[config.mk]
export PLATFORM = sky130hd
export DESIGN_NAME = mem_wb_stage_flat
export DESIGN_NICKNAME = d
export VERILOG_FILES = /design/src/rtl/pipeline_pkg.sv /design/src/rtl/mem_wb_stage_if.sv /design/src/rtl/mem_wb_reg.sv /design/src/rtl/mem_wb_stage.sv /design/src/flat_wrapper.sv
export SDC_FILE = /design/constraint.sdc
export NUM_CORES = 1
export LEC_CHECK = 0
export ABC_CLOCK_PERIOD_IN_PS = 2000
export CAP_MARGIN = 20
export CORE_AREA = 2 2 120 122
export CTS_CLUSTER_DIAMETER = 200
export DETAILED_ROUTE_END_ITERATION = 8
export DIE_AREA = 0 0 122 124
export HOLD_SLACK_MARGIN = 0.02
export PLACE_DENSITY = 0.75
export REMOVE_ABC_BUFFERS = 1
export SYNTH_ARGS = -nofsm -noshare
export SYNTH_HDL_FRONTEND = slang
export SYNTH_SLANG_ARGS = --single-unit
[constraint.sdc]
create_clock -name clock -period 2 [get_ports clock]
set_clock_uncertainty 0.1 [all_clocks]
set_input_delay 0.3 -clock clock [delete_from_list [all_inputs] [get_ports clock]]
set_output_delay 0.3 -clock clock [all_outputs]
set_load 0.01 [all_outputs]
[src/rtl/pipeline_pkg.sv]
// Shared definitions for the MEM/WB end of the pipeline.
// Holds the write-back source selector codes, the memory-access FSM state
// type and the packed bundle registered toward the WB stage.
package pipeline_pkg;

  localparam logic [1:0] WB_SEL_ALU = 2'b00;
  localparam logic [1:0] WB_SEL_MEM = 2'b01;
  localparam logic [1:0] WB_SEL_NPC = 2'b10;

  typedef enum logic {
    MEM_IDLE,
    MEM_WAIT
  } mem_state_t;

  // Everything the WB stage and the WB->ID bypass need about one instruction
  typedef struct packed {
    logic [31:0] data;
    logic [4:0]  num_write;
    logic        reg_write;
    logic [31:0] ins;
  } mem_wb_t;

endpackage

[src/rtl/mem_wb_stage_if.sv]
// Data-memory request/acknowledge bus between the MEM stage and the data memory.
//   dmem_req   : access request, held until ack or abort
//   dmem_we    : 1 = store, 0 = load (valid while dmem_req)
//   dmem_addr  : word-aligned byte address
//   dmem_wdata : store data
//   dmem_ack   : one-cycle completion pulse, dmem_rdata valid in the same cycle
//   dmem_rdata : load data
// master = pipeline side, slave = memory side.
interface mem_wb_stage_if;

  logic        dmem_req;
  logic        dmem_we;
  logic [31:0] dmem_addr;
  logic [31:0] dmem_wdata;
  logic        dmem_ack;
  logic [31:0] dmem_rdata;

  modport master (
    output dmem_req, dmem_we, dmem_addr, dmem_wdata,
    input  dmem_ack, dmem_rdata
  );

  modport slave (
    input  dmem_req, dmem_we, dmem_addr, dmem_wdata,
    output dmem_ack, dmem_rdata
  );

endinterface

[src/rtl/mem_wb_reg.sv]
// MEM/WB pipeline register.
//   clock, reset : rising-edge clock, synchronous active-high reset
//   bubble       : capture an empty slot (all zero) instead of d
//   d            : bundle produced by the MEM stage this cycle
//   q            : registered bundle toward WB
module mem_wb_reg
  import pipeline_pkg::*;
(
  input  logic    clock,
  input  logic    reset,
  input  logic    bubble,
  input  mem_wb_t d,
  output mem_wb_t q
);

  // Loads every cycle; a bubble is a zero bundle so WB writes nothing
  always_ff @(posedge clock) begin
    if (reset || bubble) begin
      q <= '0;
    end else begin
      q <= d;
    end
  end

endmodule

[src/rtl/mem_wb_stage.sv]
// MEM stage plus MEM/WB register.
// Performs the data-memory access over a req/ack handshake, stalls the
// upstream stages while an access is outstanding, aborts after TIMEOUT
// waiting cycles, and registers the selected write-back value toward WB.
//   clock, reset          : rising-edge clock, synchronous active-high reset
//   *_EXE_MEM             : EX/MEM register contents (npc, ALU result, store
//                           data, destination, store flag, WB select, write
//                           enable, instruction word)
//   dmem                  : data-memory bus (master side)
//   stall_mem             : freeze PC, IF/ID, ID/EXE and EX/MEM this cycle
//   *_MEM_WB              : registered write-back bundle
//   mem_err               : sticky flag for timeout or misaligned access
module mem_wb_stage
  import pipeline_pkg::*;
#(
  parameter int TIMEOUT = 16
) (
  input  logic                 clock,
  input  logic                 reset,
  input  logic [31:0]          npc_EXE_MEM,
  input  logic [31:0]          c_EXE_MEM,
  input  logic [31:0]          b_EXE_MEM,
  input  logic [4:0]           num_write_EXE_MEM,
  input  logic                 mem_write_EXE_MEM,
  input  logic [1:0]           s_data_write_EXE_MEM,
  input  logic                 reg_write_EXE_MEM,
  input  logic [31:0]          ins_EXE_MEM,
  mem_wb_stage_if.master       dmem,
  output logic                 stall_mem,
  output logic [31:0]          data_MEM_WB,
  output logic [4:0]           num_write_MEM_WB,
  output logic                 reg_write_MEM_WB,
  output logic [31:0]          ins_MEM_WB,
  output logic                 mem_err
);

  localparam int CW = $clog2(TIMEOUT);
  localparam logic [CW-1:0] LAST_COUNT = CW'(TIMEOUT - 1);

  mem_state_t    state, state_next;
  logic [CW-1:0] count, count_next;
  logic          need_acc, aligned, misaligned, in_wait, timeout, done;
  logic          bubble;
  logic [31:0]   wb_value;
  mem_wb_t       wb_d, wb_q;

  assign need_acc   = mem_write_EXE_MEM | (s_data_write_EXE_MEM == WB_SEL_MEM);
  assign aligned    = (c_EXE_MEM[1:0] == 2'b00);
  assign misaligned = need_acc & ~aligned;
  assign in_wait    = (state == MEM_WAIT);
  assign timeout    = in_wait & (count == LAST_COUNT) & ~dmem.dmem_ack;
  assign done       = in_wait & (dmem.dmem_ack | timeout);

  // Released in the completing cycle so EX/MEM advances on the capture edge
  assign stall_mem = need_acc & aligned & ~done;

  // EX/MEM is frozen during WAIT, so these stay stable for the whole access
  assign dmem.dmem_req   = in_wait;
  assign dmem.dmem_we    = mem_write_EXE_MEM;
  assign dmem.dmem_addr  = {c_EXE_MEM[31:2], 2'b00};
  assign dmem.dmem_wdata = b_EXE_MEM;

  // Write-back source select; code 11 falls back to the ALU result
  always_comb begin
    wb_value = c_EXE_MEM;
    case (s_data_write_EXE_MEM)
      WB_SEL_MEM: wb_value = dmem.dmem_rdata;
      WB_SEL_NPC: wb_value = npc_EXE_MEM;
      default:    wb_value = c_EXE_MEM;
    endcase
  end

  // A memory instruction only reaches WB in the cycle its ack arrives
  assign bubble = misaligned | (need_acc & ~(in_wait & dmem.dmem_ack));

  assign wb_d = '{data:      wb_value,
                  num_write: num_write_EXE_MEM,
                  reg_write: reg_write_EXE_MEM,
                  ins:       ins_EXE_MEM};

  // Access FSM next state and wait counter
  always_comb begin
    state_next = state;
    count_next = count;
    case (state)
      MEM_IDLE: begin
        count_next = '0;
        if (need_acc && aligned) begin
          state_next = MEM_WAIT;
        end
      end
      MEM_WAIT: begin
        count_next = count + CW'(1);
        if (done) begin
          state_next = MEM_IDLE;
          count_next = '0;
        end
      end
      default: begin
        state_next = MEM_IDLE;
        count_next = '0;
      end
    endcase
  end

  // State, counter and sticky error flag
  always_ff @(posedge clock) begin
    if (reset) begin
      state   <= MEM_IDLE;
      count   <= '0;
      mem_err <= 1'b0;
    end else begin
      state   <= state_next;
      count   <= count_next;
      mem_err <= mem_err | misaligned | timeout;
    end
  end

  mem_wb_reg u_mem_wb_reg (
    .clock  (clock),
    .reset  (reset),
    .bubble (bubble),
    .d      (wb_d),
    .q      (wb_q)
  );

  assign data_MEM_WB      = wb_q.data;
  assign num_write_MEM_WB = wb_q.num_write;
  assign reg_write_MEM_WB = wb_q.reg_write;
  assign ins_MEM_WB       = wb_q.ins;

endmodule

[src/flat_wrapper.sv]
// flat-port wrapper written by rule: the top's interface ports become plain ports
module mem_wb_stage_flat import pipeline_pkg::*;
#(
  parameter int TIMEOUT = 16
)
  (clock, reset, npc_EXE_MEM, c_EXE_MEM, b_EXE_MEM, num_write_EXE_MEM, mem_write_EXE_MEM, s_data_write_EXE_MEM, reg_write_EXE_MEM, ins_EXE_MEM, stall_mem, data_MEM_WB, num_write_MEM_WB, reg_write_MEM_WB, ins_MEM_WB, mem_err, dmem_dmem_req, dmem_dmem_we, dmem_dmem_addr, dmem_dmem_wdata, dmem_dmem_ack, dmem_dmem_rdata);
  mem_wb_stage_if dmem_i ();
  input  logic clock;
  input  logic reset;
  input  logic [31:0] npc_EXE_MEM;
  input  logic [31:0] c_EXE_MEM;
  input  logic [31:0] b_EXE_MEM;
  input  logic [4:0] num_write_EXE_MEM;
  input  logic mem_write_EXE_MEM;
  input  logic [1:0] s_data_write_EXE_MEM;
  input  logic reg_write_EXE_MEM;
  input  logic [31:0] ins_EXE_MEM;
  output logic stall_mem;
  output logic [31:0] data_MEM_WB;
  output logic [4:0] num_write_MEM_WB;
  output logic reg_write_MEM_WB;
  output logic [31:0] ins_MEM_WB;
  output logic mem_err;
  output wire logic [$bits(dmem_i.dmem_req)-1:0] dmem_dmem_req;
  output wire logic [$bits(dmem_i.dmem_we)-1:0] dmem_dmem_we;
  output wire logic [$bits(dmem_i.dmem_addr)-1:0] dmem_dmem_addr;
  output wire logic [$bits(dmem_i.dmem_wdata)-1:0] dmem_dmem_wdata;
  input wire logic [$bits(dmem_i.dmem_ack)-1:0] dmem_dmem_ack;
  input wire logic [$bits(dmem_i.dmem_rdata)-1:0] dmem_dmem_rdata;
  assign dmem_dmem_req = dmem_i.dmem_req;
  assign dmem_dmem_we = dmem_i.dmem_we;
  assign dmem_dmem_addr = dmem_i.dmem_addr;
  assign dmem_dmem_wdata = dmem_i.dmem_wdata;
  assign dmem_i.dmem_ack = dmem_dmem_ack;
  assign dmem_i.dmem_rdata = dmem_dmem_rdata;
  mem_wb_stage #(.TIMEOUT(TIMEOUT)) u_core (.clock(clock), .reset(reset), .npc_EXE_MEM(npc_EXE_MEM), .c_EXE_MEM(c_EXE_MEM), .b_EXE_MEM(b_EXE_MEM), .num_write_EXE_MEM(num_write_EXE_MEM), .mem_write_EXE_MEM(mem_write_EXE_MEM), .s_data_write_EXE_MEM(s_data_write_EXE_MEM), .reg_write_EXE_MEM(reg_write_EXE_MEM), .ins_EXE_MEM(ins_EXE_MEM), .dmem(dmem_i), .stall_mem(stall_mem), .data_MEM_WB(data_MEM_WB), .num_write_MEM_WB(num_write_MEM_WB), .reg_write_MEM_WB(reg_write_MEM_WB), .ins_MEM_WB(ins_MEM_WB), .mem_err(mem_err));
endmodule
==> summary.txt <==
Gate power share: 20.7%
Compound-Gate Fraction of Synth Area: 9.49%
buffers added on ports: 243
Mapped Area: 3330 um^2
final wirelength: 12400 um
CTS tree: done
status: completed
top routing layer in use: met4
Slowest cell on crit path: clkdlybuf4s50_1
Die X-Extent: 122 um
first-pass GRT wire length: 18100 um
Starting Density: 24.3%
clk_lat worst skew: 0.33 ns
Worst EP arrival: 1.51 ns
Num CTS Buffers: 9
crit path launch type: input pin
RSZ-0062 raised after global routing: false
xor/xnor share of the synthesized area: 0.525%
layout cells sized above 1: 15.1%
Clock Pin Slew Worst Setup and Hold Paths: 0.05 ns
Worst Hold Class: register to register
Worst Tran Pin Value: 0.660 ns
CTS Root Cell: clkbuf_16
row cnt: 43
Post-DP HPWL: 9450 um
slack of the critical path: 0.0866 ns
pin count of the biggest net entering global routing: 43
sw frac: 23.3%
sequential share of power: 38.6%
CORE AREA: 13700 um^2
Post-Synth Adder-Cell Area: 1.13%
Leakage: 2.22 nW
grt total ovfl: 0
vias per cell: 4.39
YS warnings: 0
clock buffer depth: 2
Remaining DRCs: 0
met3 WL: 1900 um
drt first-iter violations: 85
CP max FO: 3
Fillers: 1286
worst setup path category: input pin to output port
Syn Inst Count: 326
pwr dens: 676 nW/um^2
Wirelength per Cell: 17.7 um
DIE AREA: 15100 um^2
IO Pins: 310
minimum clock period: 1.91 ns
sw power: 0.955 mW
CP cell instances: clkdlybuf4s50_1, buf_4, clkdlybuf4s50_1
CTS sink count: 76
Mean Syn Cell Area: 10.2 um^2
Seq/Total Area, Yosys: 45.6%
CP Capture Type: output port
GRT Overall Usage: 16.5%
register bit total from synthesis: 76
M1 wire length: 4610 um
reg2reg setup slack: 0.44 ns
Final Slew Violations: 0
GP Congestion: 0.724
DR vias: 3062
Pint: 3.14 mW
Final ANT Viol Nets: 0
layout overhead on the synthesized area: 81.6%
fmax: 0.523 GHz
mux contribution to synthesized area: 0%
DR WL met2: 5640 um
Post-DP Area: 5540 um^2
max_slew headroom: 56.0%
largest family of logic cells by synthesized area: simple AND/OR/NAND/NOR gates
Post-Layout Inst Area: 6060 um^2
critical path's most frequent cell: clkdlybuf4s50_1
period utilization: 95.7%
post-synthesis simple-gate area fraction: 24.7%
nets: 688
drt pass-1 iters: 4
number of global-route vias before repair: 3266
ant diodes: 0
Clock power frac: 40.6%
Synth cell types: 29
htree depth: 3
antenna violations before repair: 0
Die Y: 124 um
max-cap viol count: 0
worst path buffer plus inverter count: 3
crit-path leading delay family: buffers and inverters
pre-CTS setup slack: -0.727 ns
Hold Vio Cnt, Final: 0
Setup violations, final: 0
worst stage delay on the critical path: 0.54 ns
CTS hold repair buffers: 0
Critical Path RT: 1.60 ns
Peak VDD IR: 0.000357 V
==> kinds of logic after synthesis <==
kind of cell / count (synthesis)
AOI/OAI and AO/OA: 37
adders and majority gates: 3
buffers and inverters: 90
xor gates and xnor gates: 2
and+or+nand+nor: 117
DFF: 76
other: 1
==> worst register-to-register path, cell delays in order (launching register included) <==
cell,delay (ns)
dfxtp_1,0.45
a2bb2oi_4,0.11
or3_4,0.46
buf_12,0.19
nor3_2,0.18
==> Yosys cell counts <==
library cell | n | area share [%]
a21oi_1 | 1 | 0.15
a221oi_1 | 32 | 8.4
a2bb2oi_1 | 1 | 0.26
a31o_2 | 1 | 0.26
and2_1 | 38 | 7.1
buf_2 | 1 | 0.15
buf_4 | 65 | 15
buf_6 | 4 | 1.4
clkbuf_1 | 16 | 1.8
clkbuf_2 | 1 | 0.15
conb_1 | 1 | 0.11
dfxtp_1 | 76 | 46
ha_1 | 3 | 1.1
inv_1 | 3 | 0.34
nand2_1 | 2 | 0.23
nand3_1 | 1 | 0.15
nand4_1 | 1 | 0.19
nor2_1 | 5 | 0.56
nor2b_1 | 32 | 6.0
nor3_1 | 4 | 0.60
nor3_2 | 30 | 9.0
nor4_1 | 1 | 0.19
o21ai_0 | 1 | 0.15
o22a_1 | 1 | 0.26
or2_2 | 1 | 0.19
or3_1 | 1 | 0.19
or3b_2 | 1 | 0.26
xnor2_1 | 1 | 0.26
xor2_1 | 1 | 0.26
==> through the flow <==
step / power [mW] / utilization [%] / TNS, ns / std cells / hold WS [ns]
floorplan: 1.85 / - / -48.59 / 240 / 0.269
global placement: 2.40 / 40.4 / -37.64 / 675 / 0.329
detailed placement: 2.41 / 40.4 / -41.41 / 675 / 0.341
CTS: 4.17 / 44.1 / 0 / 698 / 0.350
global route: 4.29 / 44.1 / 0 / 698 / 0.372
finish: 4.09 / 44.1 / 0 / 698 / 0.350
==> flip-flops by register name, summed over array words and instances (netlist names) <==
signal	count
u_core.mem_err	1
u_core.dmem.dmem_req	1
u_core.u_mem_wb_reg.q	70
u_core.count	4
==> repair_timing <==
action	4_1_cts	5_1_grt
setup buffers	3	0
resized for setup	21	0
setup endpoints to repair	71	0
==> layer usage <==
metal	global-route usage (%)	vias to the layer above
met5	1.74	-
met4	7.18	0
met3	10.3	15
met2	26.0	227
met1	17.4	1400
li1	-	1420
==> power by group through the flow <==
stage	registers [mW]	clock network, mW	logic [mW]
global placement	1.61	0	0.789
floorplan	1.64	0	0.209
CTS	1.58	1.73	0.857
detailed placement	1.61	0	0.799
global route	1.58	1.79	0.910
finish	1.58	1.66	0.849
==> cell usage in the layout, fill, tap and decap left out, types with 2 or more instances in the layout <==
cell type / netlist / routed
a221oi_1: 32 / 32
and2_1: 38 / 38
buf_12: 0 / 6
buf_16: 0 / 3
buf_4: 65 / 9
clkbuf_16: 0 / 9
clkbuf_8: 0 / 2
clkdlybuf4s50_1: 0 / 240
clkinv_4: 0 / 2
conb_1: 1 / 2
dfxtp_1: 76 / 76
dlygate4sd2_1: 0 / 2
inv_1: 3 / 2
nor2_1: 5 / 5
nor2b_1: 32 / 32
nor3_2: 30 / 33
==> area by class of cell <==
| type | count | area [um^2] | area share, % |
|---|---|---|---|
| flip-flops and latches | 76 | 1520 | 25.1 |
| well taps | 180 | 225 | 3.72 |
| clock inverters | 5 | 60.1 | 0.992 |
| inverters | 3 | 11.3 | 0.186 |
| clock buffers | 11 | 253 | 4.17 |
| repair buffers | 262 | 2730 | 45.0 |
| multi-input cells | 161 | 1260 | 20.8 |
==> path summary, 6_finish.rpt <==
path,to,cells after the start,from
worst min-delay path,u_core.count[0],1,u_core.count[0]
worst min register to register,u_core.count[0],1,u_core.count[0]
worst max register to register,u_core.u_mem_wb_reg.q[61],4,u_core.dmem.dmem_req
worst max-delay path,dmem_dmem_we,3,mem_write_EXE_MEM
(Power assumes the default switching activity.)
